==> src/rtl/dma_arb_pkg.sv <==
// Shared types and constants for the CPU/DMA bus arbiter.
package dma_arb_pkg;

  typedef enum logic [1:0] {
    IDLE     = 2'd0,
    CPU_BUSY = 2'd1,
    DMA_BUSY = 2'd2
  } arb_state_e;

  typedef enum logic {
    MST_CPU = 1'b0,
    MST_DMA = 1'b1
  } master_e;

  localparam int ARB_TIMEOUT_DEFAULT = 255;

endpackage

==> src/rtl/bus_timeout_counter.sv <==
// Counts granted cycles without ack; expired goes high once LIMIT cycles have elapsed.
module bus_timeout_counter
  import dma_arb_pkg::*;
#(
  parameter int LIMIT = ARB_TIMEOUT_DEFAULT
) (
  input  logic clk,
  input  logic reset_n,
  input  logic busy,
  input  logic ack,
  output logic expired
);

  localparam logic [7:0] LIMIT_C = 8'(LIMIT);

  logic [7:0] count_q;
  logic [7:0] count_d;

  // Every transfer ends by returning to IDLE, so holding zero there clears it on entry to BUSY.
  always_comb begin
    count_d = count_q;
    if (!busy) begin
      count_d = '0;
    end else if (!ack && !expired) begin
      count_d = count_q + 8'd1;
    end
  end

  always_ff @(posedge clk or negedge reset_n) begin
    if (!reset_n) begin
      count_q <= '0;
    end else begin
      count_q <= count_d;
    end
  end

  assign expired = busy && (count_q == LIMIT_C);

endmodule

==> src/rtl/dma_bus_arbiter.sv <==
// Two-master (CPU/DMA) round-robin arbiter onto one downstream bus.
// Optional forced completion on missing ack: CONFIG_DMA_ARB_TIMEOUT_EN.
//
// state    | meaning
// IDLE     | no grant, downstream outputs all zero
// CPU_BUSY | CPU owns the bus until ack (or timeout)
// DMA_BUSY | DMA owns the bus until ack (or timeout)
module dma_bus_arbiter
  import dma_arb_pkg::*;
#(
  parameter int TIMEOUT_CYCLES = ARB_TIMEOUT_DEFAULT
) (
  input  logic        clk,
  input  logic        reset_n,

  input  logic [19:1] cpu_m_addr,
  input  logic [15:0] cpu_m_data_out,
  input  logic        cpu_m_access,
  input  logic        cpu_m_wr_en,
  input  logic [1:0]  cpu_m_bytesel,
  output logic [15:0] cpu_m_data_in,
  output logic        cpu_m_ack,

  input  logic [19:1] dma_m_addr,
  input  logic [15:0] dma_m_data_out,
  input  logic        dma_m_access,
  input  logic        dma_m_wr_en,
  input  logic [1:0]  dma_m_bytesel,
  output logic [15:0] dma_m_data_in,
  output logic        dma_m_ack,

  output logic [19:1] q_m_addr,
  output logic [15:0] q_m_data_out,
  output logic        q_m_access,
  output logic        q_m_wr_en,
  output logic [1:0]  q_m_bytesel,
  input  logic [15:0] q_m_data_in,
  input  logic        q_m_ack,

  output logic        bus_error
);

  if (TIMEOUT_CYCLES < 1 || TIMEOUT_CYCLES > 255) begin : g_bad_timeout
    $error("dma_bus_arbiter: TIMEOUT_CYCLES must be within 1..255");
  end

  arb_state_e state_q, state_d;
  master_e    last_grant_q, last_grant_d;
  logic       timeout_hit;
  logic       xfer_done;

`ifdef CONFIG_DMA_ARB_TIMEOUT_EN
  bus_timeout_counter #(
    .LIMIT (TIMEOUT_CYCLES)
  ) u_timeout (
    .clk     (clk),
    .reset_n (reset_n),
    .busy    (state_q != IDLE),
    .ack     (q_m_ack),
    .expired (timeout_hit)
  );
`else
  assign timeout_hit = 1'b0;
`endif

  assign xfer_done = q_m_ack || timeout_hit;

  always_comb begin
    state_d      = state_q;
    last_grant_d = last_grant_q;
    case (state_q)
      IDLE: begin
        if (cpu_m_access && (!dma_m_access || last_grant_q == MST_DMA)) begin
          state_d      = CPU_BUSY;
          last_grant_d = MST_CPU;
        end else if (dma_m_access) begin
          state_d      = DMA_BUSY;
          last_grant_d = MST_DMA;
        end
      end
      CPU_BUSY, DMA_BUSY: begin
        if (xfer_done) begin
          state_d = IDLE;
        end
      end
      default: state_d = IDLE;
    endcase
  end

  always_ff @(posedge clk or negedge reset_n) begin
    if (!reset_n) begin
      state_q      <= IDLE;
      last_grant_q <= MST_DMA;
    end else begin
      state_q      <= state_d;
      last_grant_q <= last_grant_d;
    end
  end

  // A real ack in the expiry cycle wins over the forced completion.
  always_comb begin
    q_m_addr      = '0;
    q_m_data_out  = '0;
    q_m_access    = 1'b0;
    q_m_wr_en     = 1'b0;
    q_m_bytesel   = '0;
    cpu_m_data_in = '0;
    cpu_m_ack     = 1'b0;
    dma_m_data_in = '0;
    dma_m_ack     = 1'b0;
    bus_error     = 1'b0;
    case (state_q)
      CPU_BUSY: begin
        q_m_access   = 1'b1;
        q_m_addr     = cpu_m_addr;
        q_m_data_out = cpu_m_data_out;
        q_m_wr_en    = cpu_m_wr_en;
        q_m_bytesel  = cpu_m_bytesel;
        if (q_m_ack) begin
          cpu_m_ack     = 1'b1;
          cpu_m_data_in = q_m_data_in;
        end else if (timeout_hit) begin
          cpu_m_ack     = 1'b1;
          cpu_m_data_in = 16'hFFFF;
          bus_error     = 1'b1;
        end
      end
      DMA_BUSY: begin
        q_m_access   = 1'b1;
        q_m_addr     = dma_m_addr;
        q_m_data_out = dma_m_data_out;
        q_m_wr_en    = dma_m_wr_en;
        q_m_bytesel  = dma_m_bytesel;
        if (q_m_ack) begin
          dma_m_ack     = 1'b1;
          dma_m_data_in = q_m_data_in;
        end else if (timeout_hit) begin
          dma_m_ack     = 1'b1;
          dma_m_data_in = 16'hFFFF;
          bus_error     = 1'b1;
        end
      end
      default: ;
    endcase
  end

endmodule

==> config.mk <==
export PLATFORM = sky130hd
export DESIGN_NAME = dma_bus_arbiter
export DESIGN_NICKNAME = d
export VERILOG_FILES = /design/src/rtl/dma_arb_pkg.sv /design/src/rtl/bus_timeout_counter.sv /design/src/rtl/dma_bus_arbiter.sv
export SDC_FILE = /design/constraint.sdc
export NUM_CORES = 1
export LEC_CHECK = 0
export ABC_AREA = 0
export BUFFER_PORTS_ARGS = -buffer_cell sky130_fd_sc_hd__buf_2
export CORE_AREA = 2 2 66 68
export CTS_BUF_LIST = sky130_fd_sc_hd__clkbuf_8
export CTS_CLUSTER_DIAMETER = 100
export DETAILED_ROUTE_END_ITERATION = 10
export DIE_AREA = 0 0 68 70
export HOLD_SLACK_MARGIN = 0.03
export PLACE_DENSITY = 0.74
export SLEW_MARGIN = 30
export SYNTH_ARGS = -nofsm -noshare
export SYNTH_HDL_FRONTEND = slang
export SYNTH_SLANG_ARGS = --single-unit
==> constraint.sdc <==
create_clock -name clk -period 1.49 [get_ports clk]
set_input_delay 0.149 -clock clk [delete_from_list [all_inputs] [get_ports clk]]
set_output_delay 0.149 -clock clk [all_outputs]
set_load 0.05 [all_outputs]
==> flow_metrics.env, run 1 <==
export IMPL_clock_latency_ns=0.21
export IMPL_violations="setup timing"
export IMPL_cap_violations=0
export IMPL_grt_pass1_vias=1902
export IMPL_timing_final_crit_share_pct=121
export IMPL_worstReg2RegEnd="state_q[1]"
export IMPL_area_delta_synth_final_pct=227
export IMPL_cp_max_fo=8
export IMPL_drc=0
export IMPL_coreArea_sq_um=4140
export IMPL_setup_viol=72
export IMPL_met3_length_microns=520
export IMPL_crit_start="state_q[0]"
export IMPL_htree_levels=1
export IMPL_grtUsageTotal_pct=23.5
export IMPL_timing_final_ws_setup_ns=-0.310
export IMPL_clk_pin_slew_ns=0.03
export IMPL_wl_mm=7.54
export IMPL_yosys_area_top_type="a22oi_1"
export IMPL_p_int_mw=3.62
export IMPL_grt_max_degree=36
export IMPL_leakagePower_nw=1.61
export IMPL_rsz0062_at_grt="yes"
export IMPL_cts_root_buf="clkbuf_8"
export IMPL_dr_wl_met2_mm=4.35
export IMPL_worstSetupPathType="reg2out"
export IMPL_synthArstFlopShare_pct=100
export IMPL_pin_count=171
export IMPL_antenna_found_initial=0
export IMPL_cts_tree="built"
export IMPL_highest_signal_layer="met4"
export IMPL_ys_warn_count=0
export IMPL_endpoint_kind="primary output"
export IMPL_hold_viol=0
export IMPL_synth_common_cells="38 x a22oi_1, 38 x nor2b_1, 32 x and3_1"
export IMPL_drt_iter0_markers=58
export IMPL_numCtsBuffers=3
export IMPL_ff2ff_path_depth=6
export IMPL_cp_start_kind="flip-flop"
export IMPL_firstDrtPassIters=4
export IMPL_drive_above_1_share_pct=93.6
export IMPL_status="complete, but fails checks"
export IMPL_syn_inst=153
export IMPL_num_rows=24
export IMPL_wl_met1_mm=2.32
export IMPL_clkPwrFrac_pct=3.2
export IMPL_p_comb_share_pct=94.5
export IMPL_fin_crit_ns=1.80
export IMPL_synth_cell_types=21
export IMPL_fmax_mhz=556
export IMPL_cp_required_ns=1.34
export IMPL_fin_cells=380
export IMPL_synth_area_top_cells="a22oi_1 27%, nor2b_1 22%, and3_1 19%, buf_4 6.3%, dfrtp_1 4.7%"
export IMPL_routabilityCongestion=0.824
export IMPL_initial_core_util_pct=26.0
export IMPL_synth_top_cell_area_share_pct=26.5
export IMPL_rrSetupSlack_ns=0.04
export IMPL_maxSlewViolCount=0
export IMPL_rr_startpoint="state_q[0]"
export IMPL_vias_per_cell=5.30
export IMPL_via_count=2014
export IMPL_final_nets=430
export IMPL_pwr_share_seq_pct=2.3
export IMPL_yosysSeqAreaShare_pct=7.09
export IMPL_drtAntennaViolNets=0
export IMPL_post_place_cells=364
export IMPL_min_path_type="in2reg"
export IMPL_fin_skew_ns=0.00154
export IMPL_ys_seq_elements=3
export IMPL_cts_sinks=3
export IMPL_port_buffers=169
export IMPL_synth_avg_cell_area_sq_um=7.03
export IMPL_dp_slack_ns=-0.148
export IMPL_fillCellCount=213
export IMPL_clk_path_buf_depth=2
export IMPL_n_antenna_cell=0
export IMPL_synth_edf_count=0
export IMPL_die_x_microns=68
export IMPL_synth_nets=254
export IMPL_grt_pass1_wl_mm=8.87
export IMPL_place_hpwl_mm=3.75
export IMPL_die_area_sq_um=4760
export IMPL_grt_ovfl_total=0
export IMPL_syn_area_sq_um=1080
export IMPL_arrival_ns=1.65
export IMPL_ys_flop_type="dfrtp_1"
export IMPL_power_density_nw_per_um2=2030
export IMPL_cp_endpoint="q_m_data_out[11]"
export IMPL_power_share_switching_pct=49.4
export IMPL_switching_power_mw=3.53
export IMPL_wire_per_inst_microns=19.8
export IMPL_dieHeight_microns=70
export IMPL_max_vdd_ir_drop_mv=1.66
-- kinds of logic after synthesis --
family	after synthesis	share of synthesized area, %
simple gates	77	44.1
compound gates	44	30.0
buf+inv	24	13.8
fa+ha+maj	4	4.65
flops	3	7.09
other cells	1	0.349
-- layer usage --
layer | vias up | track usage [%]
met5 | - | 0
met4 | 0 | 4.00
met3 | 32 | 2.58
met2 | 113 | 48.5
met1 | 962 | 23.9
li1 | 907 | -
-- per-stage QoR --
step | utilization [%] | power [mW] | TNS (ns) | hold slack [ns] | area, sq um
after floorplan | - | 3.99 | -0.917 | -0.147 | 1410
after global placement | 55.9 | 4.83 | -3.50 | -0.0499 | 2320
after detailed placement | 55.9 | 4.87 | -5.19 | -0.0505 | 2320
after CTS | 76.8 | 6.45 | -12.03 | 0.196 | 3180
after global routing | 85.0 | 7.40 | -20.06 | 0.209 | 3520
final | 85.0 | 7.15 | -16.29 | 0.196 | 3520
-- sequential cells by signal (all words and copies together) (netlist names) --
| register | count |
|---|---|
| state_q | 2 |
| last_grant_q | 1 |
-- how the worst min path moves through the flow --
stage,from,endpoint,slack [ns],cells past startpoint
floorplan,reset_n,state_q[0],-0.15,0
global placement,reset_n,state_q[0],-0.05,1
detailed placement,reset_n,state_q[0],-0.05,1
CTS,dma_m_access,last_grant_q,0.20,3
global route,dma_m_access,last_grant_q,0.21,3
finish,dma_m_access,last_grant_q,0.20,3
-- cell type report --
cell class,count,area [sq um],area share (%)
timing repair buffer,191,1870,53.1
multi-input combinational,126,1450,41.2
sequential,3,76.3,2.17
tap,52,65.1,1.85
clock buffer,3,41.3,1.17
inverter,4,15.0,0.426
clock inverter,1,3.75,0.107
-- critical path: stages, from the launching register on --
cell	delay (ns)
dfrtp_1	0.39
buf_4	0.15
ha_4	0.22
buf_6	0.16
a22oi_2	0.29
nor2b_4	0.07
buf_8	0.16
-- layout by cell type (no fill, tap or decap) --
master         Yosys  final
nor2b_4            0     35
ha_1               4      1
buf_6              2     35
dfstp_2            1      1
dlygate4sd3_1      0      1
o32ai_1            1      1
dfrtp_1            2      2
buf_12             0      9
clkbuf_8           0      3
inv_2              0      2
a21oi_1            2      2
buf_16             0      2
clkbuf_16          0      4
and3_4             0     18
and3_2             0     14
a22oi_2            0     37
and2_1             2      2
nor2_1             1      1
inv_1              4      3
nor2b_2            1      4
buf_2              5     96
a22oi_1           38      1
a211o_1            1      1
o21ai_0            2      2
bufbuf_16          0      1
buf_8              0     39
ha_4               0      3
nand2_1            3      3
buf_4              9      4
conb_1             1      1
-- power by group through the flow --
stage	clock [mW]	sequential [mW]	combinational [mW]
2_1_floorplan	0	0.154	3.84
3_3_place_gp	0	0.157	4.67
3_5_place_dp	0	0.159	4.71
4_1_cts	0.235	0.163	6.06
5_1_grt	0.244	0.168	6.99
6_report	0.229	0.167	6.75
-- timing repair --
| item | in CTS | in global routing |
|---|---|---|
| setup endpoints to repair | 72 | 73 |
| hold buffers | 1 | 0 |
| pin swaps | 1 | 26 |
| cloned | 3 | 5 |
| resized for setup | 195 | 58 |
| setup buffers | 2 | 1 |
| hold endpoints to repair | 3 | 0 |
(Power assumes the default switching activity.)
==> inputs of run 2 (changes only) <==
--- a/config.mk
+++ b/config.mk
@@ -14,7 +14,9 @@
 export DIE_AREA = 0 0 68 70
 export HOLD_SLACK_MARGIN = 0.03
 export PLACE_DENSITY = 0.74
+export SETUP_SLACK_MARGIN = 0.5
 export SLEW_MARGIN = 30
 export SYNTH_ARGS = -nofsm -noshare
 export SYNTH_HDL_FRONTEND = slang
+export SYNTH_HIERARCHICAL = 1
 export SYNTH_SLANG_ARGS = --single-unit
==> run 2 against run 1 <==
  * The run still ends with setup timing left
  * Clock skew barely moved
  * Flip-flop and latch count unchanged
  * Sequential share of layout area hardly changed
  * Maximum frequency up 1.4%
  * Die area stayed put
  * Global-route usage is 0.94 points lower
  * Clock power up 4%
  * Critical path depth unchanged
  * Wire length is 5.3% lower
  * Synthesized cell count unchanged
  * Sequential power up 7%
  * Largest power group unchanged
==> flow_metrics.env, run 2 <==
export IMPL_fmax_mhz=563
export IMPL_drt_iter0_markers=86
export IMPL_worstReg2RegEnd="state_q[1]"
export IMPL_rrSetupSlack_ns=-0.06
export IMPL_timing_final_crit_share_pct=119
export IMPL_drtAntennaViolNets=0
export IMPL_rsz0062_at_grt="yes"
export IMPL_cts_tree="built"
export IMPL_synth_area_top_cells="a22oi_1 27%, nor2b_1 22%, and3_1 19%, buf_4 6.3%, dfrtp_1 4.7%"
export IMPL_area_delta_synth_final_pct=234
export IMPL_hold_path_end="last_grant_q"
export IMPL_antenna_found_initial=0
export IMPL_wire_per_inst_microns=18.6
export IMPL_synth_nets=254
export IMPL_syn_area_sq_um=1080
export IMPL_routabilityCongestion=0.812
export IMPL_worstSetupPathType="reg2out"
export IMPL_maxSlewViolCount=0
export IMPL_dieHeight_microns=70
export IMPL_drc=0
export IMPL_cp_max_fo=15
export IMPL_ff2ff_path_depth=7
export IMPL_numCtsBuffers=3
export IMPL_rr_startpoint="state_q[1]"
export IMPL_via_count=2022
export IMPL_final_nets=434
export IMPL_synth_top_cell_area_share_pct=26.5
export IMPL_htree_levels=1
export IMPL_power_density_nw_per_um2=2070
export IMPL_yosys_area_top_type="a22oi_1"
export IMPL_coreArea_sq_um=4140
export IMPL_synth_avg_cell_area_sq_um=7.03
export IMPL_regMostFlops="state_q"
export IMPL_largestRegisters="state_q x2, last_grant_q x1"
export IMPL_grt_pass1_vias=1838
export IMPL_max_vdd_ir_drop_mv=1.35
export IMPL_wl_mm=7.14
export IMPL_place_hpwl_mm=3.66
export IMPL_yosysSeqAreaShare_pct=7.09
export IMPL_holdWs_ns=0.165
export IMPL_n_antenna_cell=0
export IMPL_ys_flop_type="dfrtp_1"
export IMPL_synth_common_cells="38 x a22oi_1, 38 x nor2b_1, 32 x and3_1"
export IMPL_synth_edf_count=0
export IMPL_grt_max_degree=36
export IMPL_place_area_sq_um=2460
export IMPL_timing_final_ws_setup_ns=-0.285
export IMPL_endpoint_kind="primary output"
export IMPL_final_cell_mix="96 x buf_2, 39 x nor2b_4, 39 x buf_6, 39 x buf_8"
export IMPL_cap_violations=0
export IMPL_cp_start_kind="flip-flop"
export IMPL_die_area_sq_um=4760
export IMPL_port_buffers=169
export IMPL_pin_count=171
export IMPL_grtUsageTotal_pct=22.6
export IMPL_vias_per_cell=5.27
export IMPL_syn_inst=153
export IMPL_cp_required_ns=1.34
export IMPL_synth_cell_types=21
export IMPL_holdPathStages=3
export IMPL_ys_warn_count=6
export IMPL_firstDrtPassIters=4
export IMPL_initial_core_util_pct=26.0
export IMPL_min_path_type="in2reg"
export IMPL_leakagePower_nw=1.61
export IMPL_largest_register_ffs=2
export IMPL_num_rows=24
export IMPL_final_area_sq_um=3590
export IMPL_clk_path_buf_depth=2
export IMPL_status="complete, but fails checks"
export IMPL_cts_root_buf="clkbuf_8"
export IMPL_arrival_ns=1.63
export IMPL_hold_start="dma_m_access"
export IMPL_layout_commonest_cell="buf_2"
export IMPL_setup_viol=75
export IMPL_hold_viol=0
export IMPL_fin_crit_ns=1.77
export IMPL_ys_seq_elements=3
export IMPL_cts_sinks=3
export IMPL_synthArstFlopShare_pct=100
export IMPL_fin_skew_ns=0.00182
export IMPL_violations="setup timing"
export IMPL_die_x_microns=68
export IMPL_drive_above_1_share_pct=94.6
export IMPL_clk_pin_slew_ns=0.03
export IMPL_dp_slack_ns=-0.108
export IMPL_grt_pass1_wl_mm=8.42
export IMPL_grt_ovfl_total=0
export IMPL_clock_latency_ns=0.22
-- run 2: cell count changes in the layout (fill, tap and decap cells not counted), moves of 4 or more --
cell / delta
and3_2: -14
and3_4: +14
a22oi_1: +5
a22oi_2: -5
buf_6: +4
nor2b_2: -4
nor2b_4: +4
-- run 2: critical path, cell delays in order (launching register included) --
cell       delay (ns)
dfrtp_1          0.41
inv_2            0.10
ha_4             0.20
clkbuf_16        0.18
a22oi_1          0.28
nor2b_4          0.07
buf_6            0.16
-- run 2: worst max-delay path by stage --
| stage | from | end | depth (start not counted) |
|---|---|---|---|
| after floorplan | state_q[1] | q_m_addr[1] | 5 |
| after global placement | state_q[0] | q_m_addr[6] | 6 |
| after detailed placement | state_q[0] | q_m_data_out[12] | 6 |
| after CTS | state_q[1] | q_m_data_out[12] | 6 |
| after global routing | state_q[1] | q_m_addr[3] | 6 |
| final | state_q[1] | q_m_addr[19] | 6 |
-- run 2: what timing repair did --
item | CTS | global route
hold buffers | 1 | 0
hold endpoints to repair | 3 | 0
buffers inserted | 6 | 4
pin swaps | 2 | 8
gates cloned | 3 | 3
setup endpoints to repair | 75 | 76
gates resized for setup | 140 | 100
-- run 2: metrics by stage --
| step | power, mW | utilization, % | TNS [ns] | std cells |
|---|---|---|---|---|
| after global routing | 7.69 | 86.7 | -18.65 | 384 |
| after floorplan | 4.24 | - | -0.804 | 153 |
| after detailed placement | 4.95 | 59.5 | -3.23 | 363 |
| after CTS | 6.52 | 74.0 | -13.52 | 377 |
| after global placement | 4.91 | 59.5 | -1.77 | 363 |
| final | 7.42 | 86.7 | -14.91 | 384 |
-- run 2: kinds of logic (layout without fill, tap and decap cells) --
group	Yosys count	in the layout	share of synthesized area, %
compound gates	44	44	30.0
fa+ha+maj	4	4	4.65
buf+inv	24	203	13.8
flops	3	3	7.09
other cells	1	1	0.349
simple gates	77	77	44.1
-- run 2: per-layer routing --
layer	vias up	routed length (microns)	global-route usage (%)
met5	-	0	0
met4	0	315	6.44
met3	26	602	2.90
met2	114	3960	43.5
met1	962	2260	24.4
li1	920	-	-
-- run 2: cell type report --
type | count | area, sq um
timing repair buffer | 195 | 1860
clock buffer | 3 | 41.3
sequential | 3 | 76.3
multi-input combinational | 126 | 1530
tap | 52 | 65.1
clock inverter | 1 | 3.75
fill | 205 | 553
inverter | 4 | 15.0
-- run 2: report_power, final --
part           internal (mW)  switching [mW]  total, mW
clock                  0.176          0.0623      0.238
sequential             0.129          0.0485      0.178
combinational           3.50            3.50       7.00
total                   3.80            3.61       7.42
